**config.mk**
```make
export PLATFORM = sky130hd
export DESIGN_NAME = wb_port_arbiter
export DESIGN_NICKNAME = d
export VERILOG_FILES = /design/src/rtl/wb_port_arbiter.sv
export SDC_FILE = /design/constraint.sdc
export NUM_CORES = 1
export LEC_CHECK = 0
export CAP_MARGIN = 0
export CORE_MARGIN = 2
export CORE_UTILIZATION = 40
export CTS_CLUSTER_SIZE = 8
export DETAILED_ROUTE_END_ITERATION = 8
export PLACE_DENSITY = 0.69
export SETUP_SLACK_MARGIN = 0.15
export SLEW_MARGIN = 30
export SYNTH_ARGS = -nofsm -noshare
export SYNTH_HDL_FRONTEND = slang
export SYNTH_SLANG_ARGS = --single-unit
```
**constraint.sdc**
```tcl
create_clock -name clk_i -period 4.5 [get_ports clk_i]
set_input_delay 0.45 -clock clk_i [delete_from_list [all_inputs] [get_ports clk_i]]
set_output_delay 0.45 -clock clk_i [all_outputs]
set_load 0.005 [all_outputs]
```
**src/rtl/wb_port_arbiter.sv**
```systemverilog
// Register-file write-port arbiter: the writeback stage has priority, and multi-cycle results queue in a FIFO.
// Define WB_SCOREBOARD_EN to build the pending-destination scoreboard that drives busy1_o/busy2_o.
module wb_port_arbiter #(
    parameter int DEPTH = 2,
    parameter int XLEN  = 32
) (
    input  logic                     clk_i,
    input  logic                     reset_i,
    input  logic                     pipe_we_i,
    input  logic [4:0]               pipe_rd_i,
    input  logic [XLEN-1:0]          pipe_wd_i,
    input  logic                     mc_valid_i,
    output logic                     mc_ready_o,
    input  logic [4:0]               mc_rd_i,
    input  logic [XLEN-1:0]          mc_wd_i,
    input  logic                     issue_valid_i,
    input  logic [4:0]               issue_rd_i,
    input  logic [4:0]               q_a1_i,
    input  logic [4:0]               q_a2_i,
    output logic                     busy1_o,
    output logic                     busy2_o,
    output logic [$clog2(DEPTH):0]   fifo_count_o,
    output logic                     rf_we3_o,
    output logic [4:0]               rf_a3_o,
    output logic [XLEN-1:0]          rf_wd3_o
);
    localparam int AW = $clog2(DEPTH);
    localparam int CW = AW + 1;

    logic [4:0]      rd_mem_q [DEPTH];
    logic [XLEN-1:0] wd_mem_q [DEPTH];
    logic [AW-1:0]   wr_ptr_q, rd_ptr_q;
    logic [CW-1:0]   count_q, count_d;
    logic            rf_we3_q;
    logic [4:0]      rf_a3_q;
    logic [XLEN-1:0] rf_wd3_q;

    logic            pipe_act, mc_acc, push, pop, fifo_empty;
    logic [4:0]      head_rd;
    logic [XLEN-1:0] head_wd;

    assign fifo_empty = (count_q == '0);
    assign mc_ready_o = !reset_i && (count_q != CW'(DEPTH));
    assign mc_acc     = mc_valid_i && mc_ready_o;
    // x0 results are handshaken but never stored.
    assign push       = mc_acc && (mc_rd_i != 5'd0);
    assign pipe_act   = pipe_we_i && (pipe_rd_i != 5'd0);
    assign pop        = !pipe_act && !fifo_empty;
    assign head_rd    = rd_mem_q[rd_ptr_q];
    assign head_wd    = wd_mem_q[rd_ptr_q];

    always_comb begin
        count_d = count_q;
        case ({push, pop})
            2'b10:   count_d = count_q + CW'(1);
            2'b01:   count_d = count_q - CW'(1);
            default: count_d = count_q;
        endcase
    end

    always_ff @(posedge clk_i) begin
        if (push) begin
            rd_mem_q[wr_ptr_q] <= mc_rd_i;
            wd_mem_q[wr_ptr_q] <= mc_wd_i;
        end
    end

    always_ff @(posedge clk_i or posedge reset_i) begin
        if (reset_i) begin
            wr_ptr_q <= '0;
            rd_ptr_q <= '0;
            count_q  <= '0;
            rf_we3_q <= 1'b0;
            rf_a3_q  <= '0;
            rf_wd3_q <= '0;
        end else begin
            if (push) wr_ptr_q <= wr_ptr_q + AW'(1);
            if (pop)  rd_ptr_q <= rd_ptr_q + AW'(1);
            count_q  <= count_d;
            rf_we3_q <= pipe_act || pop;
            if (pipe_act) begin
                rf_a3_q  <= pipe_rd_i;
                rf_wd3_q <= pipe_wd_i;
            end else if (pop) begin
                rf_a3_q  <= head_rd;
                rf_wd3_q <= head_wd;
            end
        end
    end

    assign fifo_count_o = count_q;
    assign rf_we3_o     = rf_we3_q;
    assign rf_a3_o      = rf_a3_q;
    assign rf_wd3_o     = rf_wd3_q;

`ifdef WB_SCOREBOARD_EN
    logic [31:0] pend_q, pend_d;

    // Clear first so a same-edge re-issue of the popped destination stays pending.
    always_comb begin
        pend_d = pend_q;
        if (pop) pend_d[head_rd] = 1'b0;
        if (issue_valid_i && (issue_rd_i != 5'd0)) pend_d[issue_rd_i] = 1'b1;
    end

    always_ff @(posedge clk_i or posedge reset_i) begin
        if (reset_i) pend_q <= '0;
        else         pend_q <= pend_d;
    end

    assign busy1_o = pend_q[q_a1_i] && (q_a1_i != 5'd0);
    assign busy2_o = pend_q[q_a2_i] && (q_a2_i != 5'd0);
`else
    logic unused_sb;
    assign unused_sb = ^{issue_valid_i, issue_rd_i, q_a1_i, q_a2_i};
    assign busy1_o   = 1'b0;
    assign busy2_o   = 1'b0;
`endif

endmodule
```
Word-level counts from Yosys, hierarchy flattened:

Memory sizes are Yosys's and may differ from the RTL's.
Index checks and enable logic that the tools add are counted.

* register bits: 42
* memory bits (writable): 74
* input port bits: 94
* output and inout bits: 43
* logic and storage cells: 36
* memories kept: 2

Memory list
* wd_mem_q: words 2, width 32, read ports 1, clocked after memory_dff 0, wr ports 1, RTL line 31 `logic [XLEN-1:0] wd_mem_q [DEPTH];`
* rd_mem_q: words 2, width 5, read ports 1, clocked after memory_dff 0, wr ports 1, RTL line 30 `logic [4:0] rd_mem_q [DEPTH];`

* add/subtract/negate cells: 4
* equal/unequal tests: 3
* multiplexer cells: 7
* reduce and logical (&&, ||, !) cells: 14

Operator list (number)
* 2-to-1 mux 32 bit: 2
* 2-to-1 mux 5 bit: 2
* nonzero test 5 bit: 2
* logical AND 1 bit: 5
* case mux 2 bit (2 select lines): 1
* nonzero test 2 bit: 2
* logical NOT 1 bit: 3
* adder 1 bit (second input constant): 2
* adder 2 x 1 -> 2 bit (second input constant): 1
* == test 2 x 1 -> 1 bit (second input constant): 1
* == test 2 bit (second input constant): 1
* logical NOT 2 bit: 1
* 2-to-1 mux 1 bit: 2
* inequality test 2 bit (second input constant): 1
* subtractor 2 x 1 -> 2 bit (second input constant): 1
* logical OR 1 bit: 1

Logic depth before layout (Yosys ltp):

Gate-level depths: netlist of the first run.

* depth in word-level cells: 6
* mapped depth: 8
* gate-level depth less buffers: 7

Worst setup path before layout of the first run:

OpenSTA, ideal clock, no wires.

* path kind: register to register
* start: register count_q[0], in the netlist fifo_count_o[0]
* end: memory rd_mem_q[0][0] (enable)
* setup time: 0.431 ns
* arrival: 2.442 ns
* required time: 4.069 ns
* setup slack: 1.627 ns
* stages on the path, launching flop included: 5
* path buffers: 0
* period minus slack after synthesis: 2.873 ns
* path through: dfrtp_1 inv_1 a21oi_1 o211ai_2 nor2_1

* word-level cells in the longest chain between the ends: 6

Ends and longest elaborated chain
* from (decl): RTL line 33 `logic [CW-1:0] count_q, count_d;`
* from (signal assigned): RTL line 79 `count_q <= count_d;`
* inequality test 2 bit: RTL line 43 `assign mc_ready_o = !reset_i && (count_q != CW'(DEPTH));`
* logical AND 1 bit: RTL line 43
* named net mc_ready_o: RTL line 13 `output logic mc_ready_o,`
* logical AND 1 bit: RTL line 44 `assign mc_acc = mc_valid_i && mc_ready_o;`
* logical AND 1 bit: RTL line 46 `assign push = mc_acc && (mc_rd_i != 5'd0);`
* 2-to-1 mux 1 bit: RTL line 62 `if (push) begin`
* 2-to-1 mux 1 bit (implied by the code): RTL line 63 `rd_mem_q[wr_ptr_q] <= mc_rd_i;`
* to (decl): RTL line 30

The timed path passes the listed nets, and every way through them passes these cells.

Worst setup path in the final report of the first run:

* start: input port pipe_rd_i[2]
* end: register count_q[1], in the netlist fifo_count_o[1]

* word-level cells in the longest chain between the ends: 6
* elaborated cells between the ends (all ways): 8
* those cells by class: 2 x eq/ne; 1 x mux; 5 x reduce/logical

Ends and longest elaborated chain
* from (decl): RTL line 10 `input logic [4:0] pipe_rd_i,`
* nonzero test 5 bit (*): RTL line 47 `assign pipe_act = pipe_we_i && (pipe_rd_i != 5'd0);`
* logical AND 1 bit (*): RTL line 47
* logical NOT 1 bit (*): RTL line 48 `assign pop = !pipe_act && !fifo_empty;`
* logical AND 1 bit (*): RTL line 48
* named net pop: RTL line 38 `logic pipe_act, mc_acc, push, pop, fifo_empty;`
* == test 2 x 1 -> 1 bit or == test 2 bit (tied branches): RTL line 54 `case ({push, pop})`
* case mux 2 bit (2 select lines) or nonzero test 2 bit (tied branches)

Mark *: on every way through the listed nets, which the timed path passes. The rest lies on a longest branch.
A chain may end at the register's enable or synchronous reset.

==> impl_summary.log, run 1 <==
INFO  metric synthTopCellsByCount = sky130_fd_sc_hd__edfxtp_1 (74), sky130_fd_sc_hd__dfrtp_1 (42), sky130_fd_sc_hd__nor2_1 (41)
INFO  metric synthTopCellsByArea = sky130_fd_sc_hd__edfxtp_1 (47%), sky130_fd_sc_hd__dfrtp_1 (22%), sky130_fd_sc_hd__mux2i_1 (7.8%)
INFO  metric post-synth-top-area-cell = sky130_fd_sc_hd__edfxtp_1
INFO  metric cts_tree = yes
INFO  metric ant_nets = 0
INFO  metric rsz0062_at_grt = false
INFO  metric cts_made_buffers = 17
INFO  metric initial_antenna_violation_count = 0
INFO  metric min_period = 2.27 ns
INFO  metric cpLargestDelayFamily = simple AND/OR/NAND/NOR gates
INFO  metric crit_path_end_kind = flip-flop
INFO  metric path_buf_inv = 1
INFO  metric start_kind = input pin
INFO  metric post_route_cells_drive_above_1_share = 14.2%
INFO  metric wire_length_of_the_first_global_routing_pass = 15.7 mm
INFO  metric setup-violations-final = 0
INFO  metric synth_seq_area_share = 69.3%
INFO  metric power_density = 573 mW/mm^2
INFO  metric crit_arrival = 2.60 ns
INFO  metric fin_tns_setup = 0 ns
INFO  metric critical_path.cell_chain = clkdlybuf4s50_1 -> or4_1 -> o21a_4 -> nor2_4 -> ha_1 -> nor2_1 -> xor2_1
INFO  metric route.vias.total = 3063
INFO  metric final_hold_viol_count = 0
INFO  metric critical_path_peak_fanout = 43
INFO  metric regToRegSetupSlack = 2.31 ns
INFO  metric drt_first_pass_iters = 4
INFO  metric synth_edf_count = 74
INFO  metric cts.root.buffer_cell = sky130_fd_sc_hd__clkbuf_16
INFO  metric antenna_cells = 0
INFO  metric setup.worst_path.class = in2reg
INFO  metric synth.avg_cell_area = 13.7 um^2
INFO  metric achievable-frequency = 440 MHz
INFO  metric chipWidth = 113 um
INFO  metric hpwlAfterDp = 6.34 mm
INFO  metric detail_route.wl_per_cell = 15.7 um
INFO  metric num_rows = 39
INFO  metric launching_point_of_the_worst_reg2reg_path = fifo_count_o[0]
INFO  metric cts_max_path_buffers = 2
INFO  metric area_growth = 39.3%
INFO  metric max-vdd-ir-drop = 0.263 mV
INFO  metric grt_start_max_net_pins = 72
INFO  metric worstMarginPinSlew = 0.694 ns
INFO  metric asyncSetResetFlopFracSynth = 36.2%
INFO  metric finalCritPeriodShare = 50.5%
INFO  metric leakage_power = 2.54 nW
INFO  metric design_area = 0.00658 mm^2
INFO  metric clk_pin_slew = 0.05 ns
INFO  metric synth.most_common_cell = sky130_fd_sc_hd__edfxtp_1
INFO  metric ys_warn_count = 0
INFO  metric worst_ep_required_time = 4.83 ns
INFO  metric report.final.slew_viol_count = 0
INFO  metric synth_area = 0.00472 mm^2
INFO  metric postSynthRegisterBits = 116
INFO  metric remaining_drc_errors = 0
INFO  metric worstSkewPairLatency = 0.40 ns
INFO  metric hold_path.class = in2async
INFO  metric cts-resized-gates = 0
INFO  metric detail_route.vias_per_cell = 4.93
INFO  metric outcome = finished, final reports clean
INFO  metric number_of_i_o_port_buffers = 118
INFO  metric synth_top_area_share = 47.1%
INFO  metric route.final.wire_length = 9.73 mm
INFO  metric max_cap_check_violation_count = 0
INFO  metric htreeDepth = 4
INFO  metric cts_setup_buffers = 0
INFO  metric ys_dominant_reg_cell = sky130_fd_sc_hd__edfxtp_1
INFO  metric boundaryPins = 137
INFO  metric skew = 0.00640 ns
INFO  metric worst_slew_margin_rel = 53.8%
INFO  metric die-height = 113 um
INFO  metric r2r-end = wd_mem_q[1][15]
INFO  metric die-area = 0.0127 mm^2
INFO  metric core-area = 0.0115 mm^2
INFO  metric critical-path-slowest-cell = sky130_fd_sc_hd__or4_1
INFO  metric yosys.cell_types.count = 23
INFO  metric layout.filler_cells = 963
INFO  metric start_util = 41.2%
INFO  metric cp_slowest_stage_delay = 0.55 ns
INFO  metric remaining_overflow_grt = 0
INFO  metric gp_congestion = 0.716
INFO  metric grt_util_all_layers = 16.1%
INFO  metric placement.cell_area = 0.00602 mm^2
INFO  metric via_count_of_the_first_global_routing_pass = 3155
INFO  metric drt_first_iter_violations = 146
INFO  metric cts.sink_count = 116
INFO  metric synth_cells = 344
INFO  metric r2r.worst_path.cells = 5
INFO  metric hold_buffers = 0
INFO  metric final_net_count = 560
-- registers in the layout, indices dropped and copies added, names as in the netlist --
| name | flops |
|---|---|
| rf_we3_o | 1 |
| rf_wd3_o | 32 |
| rf_a3_o | 5 |
| wr_ptr_q | 1 |
| wd_mem_q | 64 |
| fifo_count_o | 2 |
| rd_mem_q | 10 |
| rd_ptr_q | 1 |
-- routing by layer --
layer / vias up / track usage (%) / share of wire, %
met2: 88 / 26.6 / 50
met3: 11 / 5.18 / 5.5
li1: 1479 / - / -
met5: - / 0 / 0
met1: 1485 / 19.2 / 43
met4: 0 / 7.32 / 1.3
-- metrics by stage --
step / setup slack, ns / total power [mW] / utilization [%] / std cells / hold slack, ns
final: 2.23 / 3.77 / 57.3 / 621 / 0.539
after global routing: 2.15 / 3.99 / 57.3 / 621 / 0.572
after CTS: 2.07 / 3.79 / 56.9 / 619 / 0.539
after detailed placement: 1.64 / 2.63 / 52.5 / 587 / 0.531
after global placement: 1.74 / 2.59 / 52.0 / 585 / 0.523
after floorplan: 1.63 / 2.15 / - / 345 / 0.468
-- area by class of cell --
| cell class | count | area (um^2) | area share, % |
|---|---|---|---|
| multi-input combinational | 204 | 1310 | 19.9 |
| inverter | 3 | 13.8 | 0.209 |
| clock inverter | 7 | 31.3 | 0.476 |
| timing repair buffer | 123 | 1290 | 19.6 |
| tap | 143 | 179 | 2.72 |
| clock buffer | 25 | 475 | 7.23 |
| sequential | 116 | 3280 | 49.8 |
-- cell families (layout without fill, tap and decap cells) --
group,Yosys count,after routing,share of synthesized area [%]
DFF,116,116,69.3
and+or+nand+nor,82,82,7.05
AOI/OAI and AO/OA,77,77,10.8
muxes,37,37,7.85
buffers and inverters,25,158,3.66
xor gates and xnor gates,5,5,0.928
adders and majority gates,1,1,0.265
other,1,2,0.0794
-- report_power, final --
group,internal [mW],switching (mW)
Combinational,0.586,0.492
Clock,0.720,0.418
Sequential,1.36,0.194
-- cell usage in the layout, fill, tap and decap left out, types with 4 or more instances in the layout --
cell                              count
sky130_fd_sc_hd__dfrtp_1             41
sky130_fd_sc_hd__clkdlybuf4s50_1    118
sky130_fd_sc_hd__mux2i_1             37
sky130_fd_sc_hd__clkinv_2             4
sky130_fd_sc_hd__nor2_4               4
sky130_fd_sc_hd__nor2_1              38
sky130_fd_sc_hd__clkbuf_1             6
sky130_fd_sc_hd__edfxtp_1            74
sky130_fd_sc_hd__o21ai_1              6
sky130_fd_sc_hd__a21oi_1             38
sky130_fd_sc_hd__nand2_1             37
sky130_fd_sc_hd__clkbuf_16           17
sky130_fd_sc_hd__o21ai_2             31
-- how the worst max path moves through the flow --
| stage | startpoint | to | slack (ns) | cells past startpoint |
|---|---|---|---|---|
| 4_1_cts | pipe_rd_i[2] | fifo_count_o[1] | 2.07 | 7 |
| 6_report | pipe_rd_i[2] | fifo_count_o[1] | 2.23 | 7 |
| 3_3_place_gp | pipe_rd_i[2] | fifo_count_o[1] | 1.74 | 8 |
| 3_5_place_dp | pipe_rd_i[2] | fifo_count_o[1] | 1.64 | 7 |
| 5_1_grt | pipe_rd_i[2] | fifo_count_o[1] | 2.15 | 7 |
| 2_1_floorplan | fifo_count_o[0] | rd_mem_q[0][0] | 1.63 | 4 |
Power figures use the tool's default switching activity.
==> run 2: changes to the inputs <==
- PLACE_DENSITY: 0.69 -> 0.72
- clock period: 4.5 -> 1.95 ns (I/O delays scaled with it)
==> run 2 against run 1 <==
Cell area rose by 4.3%. Combinational power rose to 2.7 times the previous value. Via count rose by 1.1%. Critical path depth did not move. Clock skew barely moved. Largest cell class unchanged. Highest routed layer unchanged.
==> impl_summary.log, run 2 (same netlist as run 1, synthesis figures left out) <==
INFO  metric r2r.worst_path.cells = 7
INFO  metric detail_route.wl_per_cell = 15.7 um
INFO  metric gp_congestion = 0.732
INFO  metric route.final.wire_length = 10.1 mm
INFO  metric fin_tns_setup = 0 ns
INFO  metric mostFrequentLayoutCell = sky130_fd_sc_hd__clkdlybuf4s50_1
INFO  metric grt_util_all_layers = 16.8%
INFO  metric setup.worst_path.class = in2reg
INFO  metric outcome = finished, final reports clean
INFO  metric crit_path_end_kind = flip-flop
INFO  metric postLayoutSetupSlackWorst = 0.174 ns
INFO  metric detail_route.vias_per_cell = 4.85
INFO  metric cts_made_buffers = 17
INFO  metric worst_slew_margin_rel = 63.6%
INFO  metric critical_path_peak_fanout = 2
INFO  metric max_reg_flops = 64
INFO  metric route.vias.total = 3097
INFO  metric crit_arrival = 2.09 ns
INFO  metric area_growth = 45.2%
INFO  metric drt_first_iter_violations = 172
INFO  metric top_register = wd_mem_q
INFO  metric max-vdd-ir-drop = 0.585 mV
INFO  metric leakage_power = 2.69 nW
INFO  metric clk_pin_slew = 0.05 ns
INFO  metric skew = 0.00617 ns
INFO  metric fin_util = 59.8%
INFO  metric worstMarginPinSlew = 0.546 ns
INFO  metric drt_first_pass_iters = 4
INFO  metric cts.sink_count = 116
INFO  metric die-height = 113 um
INFO  metric start_kind = input pin
INFO  metric cts.root.buffer_cell = sky130_fd_sc_hd__clkbuf_16
INFO  metric hold_buffers = 0
INFO  metric num_rows = 39
INFO  metric htreeDepth = 4
INFO  metric remaining_drc_errors = 0
INFO  metric antenna_cells = 0
INFO  metric pre_cts_worst_setup_slack = -0.414 ns
INFO  metric rsz0062_at_grt = true
INFO  metric worst_ep_required_time = 2.26 ns
INFO  metric report.final.slew_viol_count = 0
INFO  metric core-area = 0.0115 mm^2
INFO  metric cts_tree = yes
INFO  metric remaining_overflow_grt = 0
INFO  metric setup-violations-final = 0
INFO  metric final_hold_viol_count = 0
INFO  metric die-area = 0.0127 mm^2
INFO  metric worstSkewPairLatency = 0.40 ns
INFO  metric grt_start_max_net_pins = 59
INFO  metric boundaryPins = 137
INFO  metric initial_antenna_violation_count = 0
INFO  metric min_period = 1.78 ns
INFO  metric hold-path-cell-count = 1
INFO  metric number_of_i_o_port_buffers = 118
INFO  metric start_util = 41.2%
INFO  metric final_net_count = 578
INFO  metric chipWidth = 113 um
INFO  metric ant_nets = 0
INFO  metric hold_path.class = in2reg
INFO  metric finalCritPeriodShare = 91.1%
INFO  metric wire_length_of_the_first_global_routing_pass = 16.3 mm
INFO  metric most-common-layout-cells = sky130_fd_sc_hd__clkdlybuf4s50_1 (116), sky130_fd_sc_hd__edfxtp_1 (74), sky130_fd_sc_hd__dfrtp_1 (41), sky130_fd_sc_hd__nor2_1 (38)
INFO  metric post_route_cells_drive_above_1_share = 19.4%
INFO  metric achievable-frequency = 563 MHz
INFO  metric max_cap_check_violation_count = 0
INFO  metric cts_max_path_buffers = 2
INFO  metric power_density = 1370 mW/mm^2
INFO  metric hpwlAfterDp = 6.88 mm
INFO  metric via_count_of_the_first_global_routing_pass = 3250
[run 2: metal layers]
metal  wire length, um  track usage [%]  vias to the layer above  share of wire (%)
li1                  -                -                     1517                  -
met1              4190             20.6                     1482                 42
met2              5230             28.3                       87                 52
met3               511             4.64                       11                5.1
met4               131             6.34                        0                1.3
met5                 0                0                        -                  0
[run 2: path summary, 6_finish.rpt]
| check | start | end | slack [ns] |
|---|---|---|---|
| min | mc_rd_i[3] | rd_mem_q[1][3] | 0.05 |
| max in group asynchronous | reset_i | rf_wd3_o[13] | 1.11 |
| max | mc_rd_i[4] | fifo_count_o[1] | 0.17 |
| min reg2reg | rf_wd3_o[21] | rf_wd3_o[21] | 0.54 |
| max reg2reg | fifo_count_o[0] | wd_mem_q[1][0] | 0.30 |
| min in group asynchronous | reset_i | rf_wd3_o[24] | 0.28 |
[run 2: report_power, final]
group          internal, mW  switching, mW  leakage, nW
sequential             3.13          0.218         1.18
clock                  2.17           1.02        0.303
combinational          1.47           1.42         1.21
[run 2: repair_timing]
item,in CTS,in global routing
pin swaps,4,3
endpoints found under the setup margin,2,23
buffers inserted,0,2
gates resized for setup,3,2
[run 2: final cells by class]
type | instances | area, um^2
Clock buffer | 23 | 498
Multi-Input combinational cell | 204 | 1330
Timing Repair Buffer | 141 | 1440
Fill cell | 891 | 4610
Sequential cell | 116 | 3270
Inverter | 3 | 11.3
Tap cell | 143 | 179
Clock inverter | 9 | 124
[run 2: critical path, cell delays in order]
cell and delay [ns]:
sky130_fd_sc_hd__clkdlybuf4s50_1 0.42, sky130_fd_sc_hd__or4_4 0.55, sky130_fd_sc_hd__o211ai_4 0.22, sky130_fd_sc_hd__buf_6 0.13, sky130_fd_sc_hd__ha_1 0.25, sky130_fd_sc_hd__nor2_1 0.14
sky130_fd_sc_hd__xor2_1 0.17
[run 2: through the flow]
stage	instance area [um^2]	hold WS, ns	instances	total power [mW]
after global routing	6860	0.0737	639	9.94
after floorplan	4750	0.294	345	4.99
final	6860	0.0514	639	9.42
after detailed placement	6190	0.530	605	6.29
after global placement	6170	0.525	604	6.19
after CTS	6820	0.276	637	9.51
==> run 3: changes to the inputs <==
- CAP_MARGIN: 0 -> not set
- CORE_UTILIZATION: 40 -> 43
- PLACE_DENSITY: 0.72 -> 0.76
==> run 3 against run 2 <==
Cell area barely moved. Largest power group unchanged. Clock power rose by 3%. Clock skew rose by 0.00084 ns. Critical endpoint unchanged. Combinational power fell by 1%.
==> impl_summary.log, run 3 (same netlist as run 1, synthesis figures left out) <==
INFO  metric hold_buffers = 0
INFO  metric clk_pin_slew = 0.06 ns
INFO  metric finalCritPeriodShare = 88.2%
INFO  metric wire_length_of_the_first_global_routing_pass = 15.9 mm
INFO  metric most-common-layout-cells = sky130_fd_sc_hd__clkdlybuf4s50_1 (117), sky130_fd_sc_hd__edfxtp_1 (74), sky130_fd_sc_hd__dfrtp_1 (41), sky130_fd_sc_hd__nor2_1 (38)
INFO  metric crit_path_end_kind = flip-flop
INFO  metric remaining_overflow_grt = 0
INFO  metric gp_congestion = 0.740
INFO  metric remaining_drc_errors = 0
INFO  metric dp.cells = 602
INFO  metric max_reg_flops = 64
INFO  metric internal_power = 6.87 mW
INFO  metric num_rows = 38
INFO  metric final-instance-count-excl-fill = 636
INFO  metric grt_util_all_layers = 18.3%
INFO  metric worst_setup_sp = mc_rd_i[0]
INFO  metric critical_path_peak_fanout = 4
INFO  metric setup.worst_path.class = in2reg
INFO  metric achievable-frequency = 581 MHz
INFO  metric number_of_i_o_port_buffers = 118
INFO  metric antenna_cells = 0
INFO  metric cts.root.buffer_cell = sky130_fd_sc_hd__clkbuf_8
INFO  metric report.final.slew_viol_count = 0
INFO  metric hold_path.class = in2async
INFO  metric leakage_power = 2.70 nW
INFO  metric min_period = 1.72 ns
INFO  metric outcome = finished, final reports clean
INFO  metric route.vias.total = 3127
INFO  metric power_density = 1390 mW/mm^2
INFO  metric final_net_count = 578
INFO  metric cts_made_buffers = 17
INFO  metric worstSkewPairLatency = 0.50 ns
INFO  metric die-height = 109 um
INFO  metric hpwlAfterDp = 6.96 mm
INFO  metric initial_antenna_violation_count = 0
INFO  metric post_route_cells_drive_above_1_share = 18.8%
INFO  metric cts_max_path_buffers = 2
INFO  metric drt_first_pass_iters = 4
INFO  metric mostFrequentLayoutCell = sky130_fd_sc_hd__clkdlybuf4s50_1
INFO  metric route.final.wire_length = 10.0 mm
INFO  metric power.share.sequential = 35.8%
INFO  metric drt_first_iter_violations = 128
INFO  metric power.share.combinational = 29.9%
INFO  metric start_kind = input pin
INFO  metric max-vdd-ir-drop = 0.620 mV
INFO  metric launching_point_of_the_worst_reg2reg_path = fifo_count_o[0]
INFO  metric area_growth = 45.3%
INFO  metric timing.hold.ws = 0.176 ns
INFO  metric via_count_of_the_first_global_routing_pass = 3215
INFO  metric setup-violations-final = 0
INFO  metric detail_route.wl_per_cell = 15.8 um
INFO  metric ant_nets = 0
INFO  metric start_util = 43.7%
INFO  metric detail_route.vias_per_cell = 4.92
INFO  metric die-area = 0.0118 mm^2
INFO  metric core-area = 0.0108 mm^2
INFO  metric netSwitchingPower = 2.65 mW
INFO  metric switching_share = 27.8%
INFO  metric chipWidth = 109 um
INFO  metric grt_start_max_net_pins = 49
INFO  metric cts_tree = yes
INFO  metric postLayoutSetupSlackWorst = 0.230 ns
INFO  metric rsz0062_at_grt = false
INFO  metric final_hold_viol_count = 0
INFO  metric max_cap_check_violation_count = 0
INFO  metric pre_cts_worst_setup_slack = -0.278 ns
INFO  metric top_register = wd_mem_q
INFO  metric cts.sink_count = 116
INFO  metric htreeDepth = 4
INFO  metric relative_contribution_of_the_clock_network_to_total_power = 34.3%
INFO  metric worst_ep_required_time = 2.38 ns
INFO  metric crit_arrival = 2.15 ns
INFO  metric fin_tns_setup = 0 ns
INFO  metric skew = 0.00701 ns
INFO  metric boundaryPins = 137
run 3: cell count changes in the layout (fill, tap and decap cells not counted):
cell | before | now
sky130_fd_sc_hd__buf_6 | 1 | 0
sky130_fd_sc_hd__clkdlybuf4s50_1 | 116 | 117
sky130_fd_sc_hd__or4_1 | 0 | 2
sky130_fd_sc_hd__buf_12 | 5 | 6
sky130_fd_sc_hd__clkbuf_16 | 17 | 16
sky130_fd_sc_hd__bufinv_16 | 3 | 5
sky130_fd_sc_hd__clkinv_2 | 3 | 5
sky130_fd_sc_hd__dlymetal6s2s_1 | 1 | 0
sky130_fd_sc_hd__clkbuf_8 | 5 | 3
sky130_fd_sc_hd__clkinv_1 | 1 | 2
sky130_fd_sc_hd__or4_4 | 2 | 0
sky130_fd_sc_hd__clkinvlp_4 | 2 | 0
run 3: final timing paths:
path	cells after the start	slack [ns]	end
max in group asynchronous	4	1.27	rd_ptr_q
worst min-delay path	3	0.18	rf_wd3_o[25]
worst max register to register	7	0.45	fifo_count_o[1]
min in group clk_i	3	0.24	rf_wd3_o[5]
worst max-delay path	6	0.23	fifo_count_o[1]
worst min register to register	2	0.54	rf_wd3_o[31]
run 3: what timing repair did:
action	4_1_cts	5_1_grt
buffers inserted	2	0
gates resized for setup	1	0
setup endpoints to repair	20	0
run 3: per-layer routing:
layer,share of wire [%],up-vias,GRT usage [%]
li1,-,1514,-
met1,42,1512,21.9
met2,53,95,31.6
met3,4.4,6,5.44
met4,0.87,0,6.04
met5,0,-,0
run 3: power by group through the flow:
stage          Combinational, mW  Sequential [mW]  Clock (mW)
3_5_place_dp                2.85             3.46           0
3_3_place_gp                2.78             3.43           0
6_report                    2.85             3.41        3.27
4_1_cts                     2.90             3.41        3.34
5_1_grt                     3.14             3.46        3.47
2_1_floorplan               1.60             3.39           0
run 3: cell type report:
type / count / area (um^2)
Clock inverter: 12 / 183
Multi-Input combinational cell: 204 / 1320
Fill cell: 809 / 3940
Timing Repair Buffer: 141 / 1450
Sequential cell: 116 / 3270
Inverter: 3 / 11.3
Clock buffer: 20 / 445
Tap cell: 140 / 175
run 3: critical path: stages:
cell,delay [ns]
sky130_fd_sc_hd__clkdlybuf4s50_1,0.45
sky130_fd_sc_hd__or4_1,0.60
sky130_fd_sc_hd__o211ai_4,0.30
sky130_fd_sc_hd__ha_1,0.31
sky130_fd_sc_hd__nor2_1,0.14
sky130_fd_sc_hd__xor2_1,0.14
run 3: metrics by stage:
step                instance area (um^2)  util, %  total power, mW
floorplan                           4750        -             4.99
global placement                    6180     57.2             6.21
detailed placement                  6200     57.5             6.31
CTS                                 6860     63.5             9.66
global route                        6860     63.5             10.1
finish                              6860     63.5             9.52
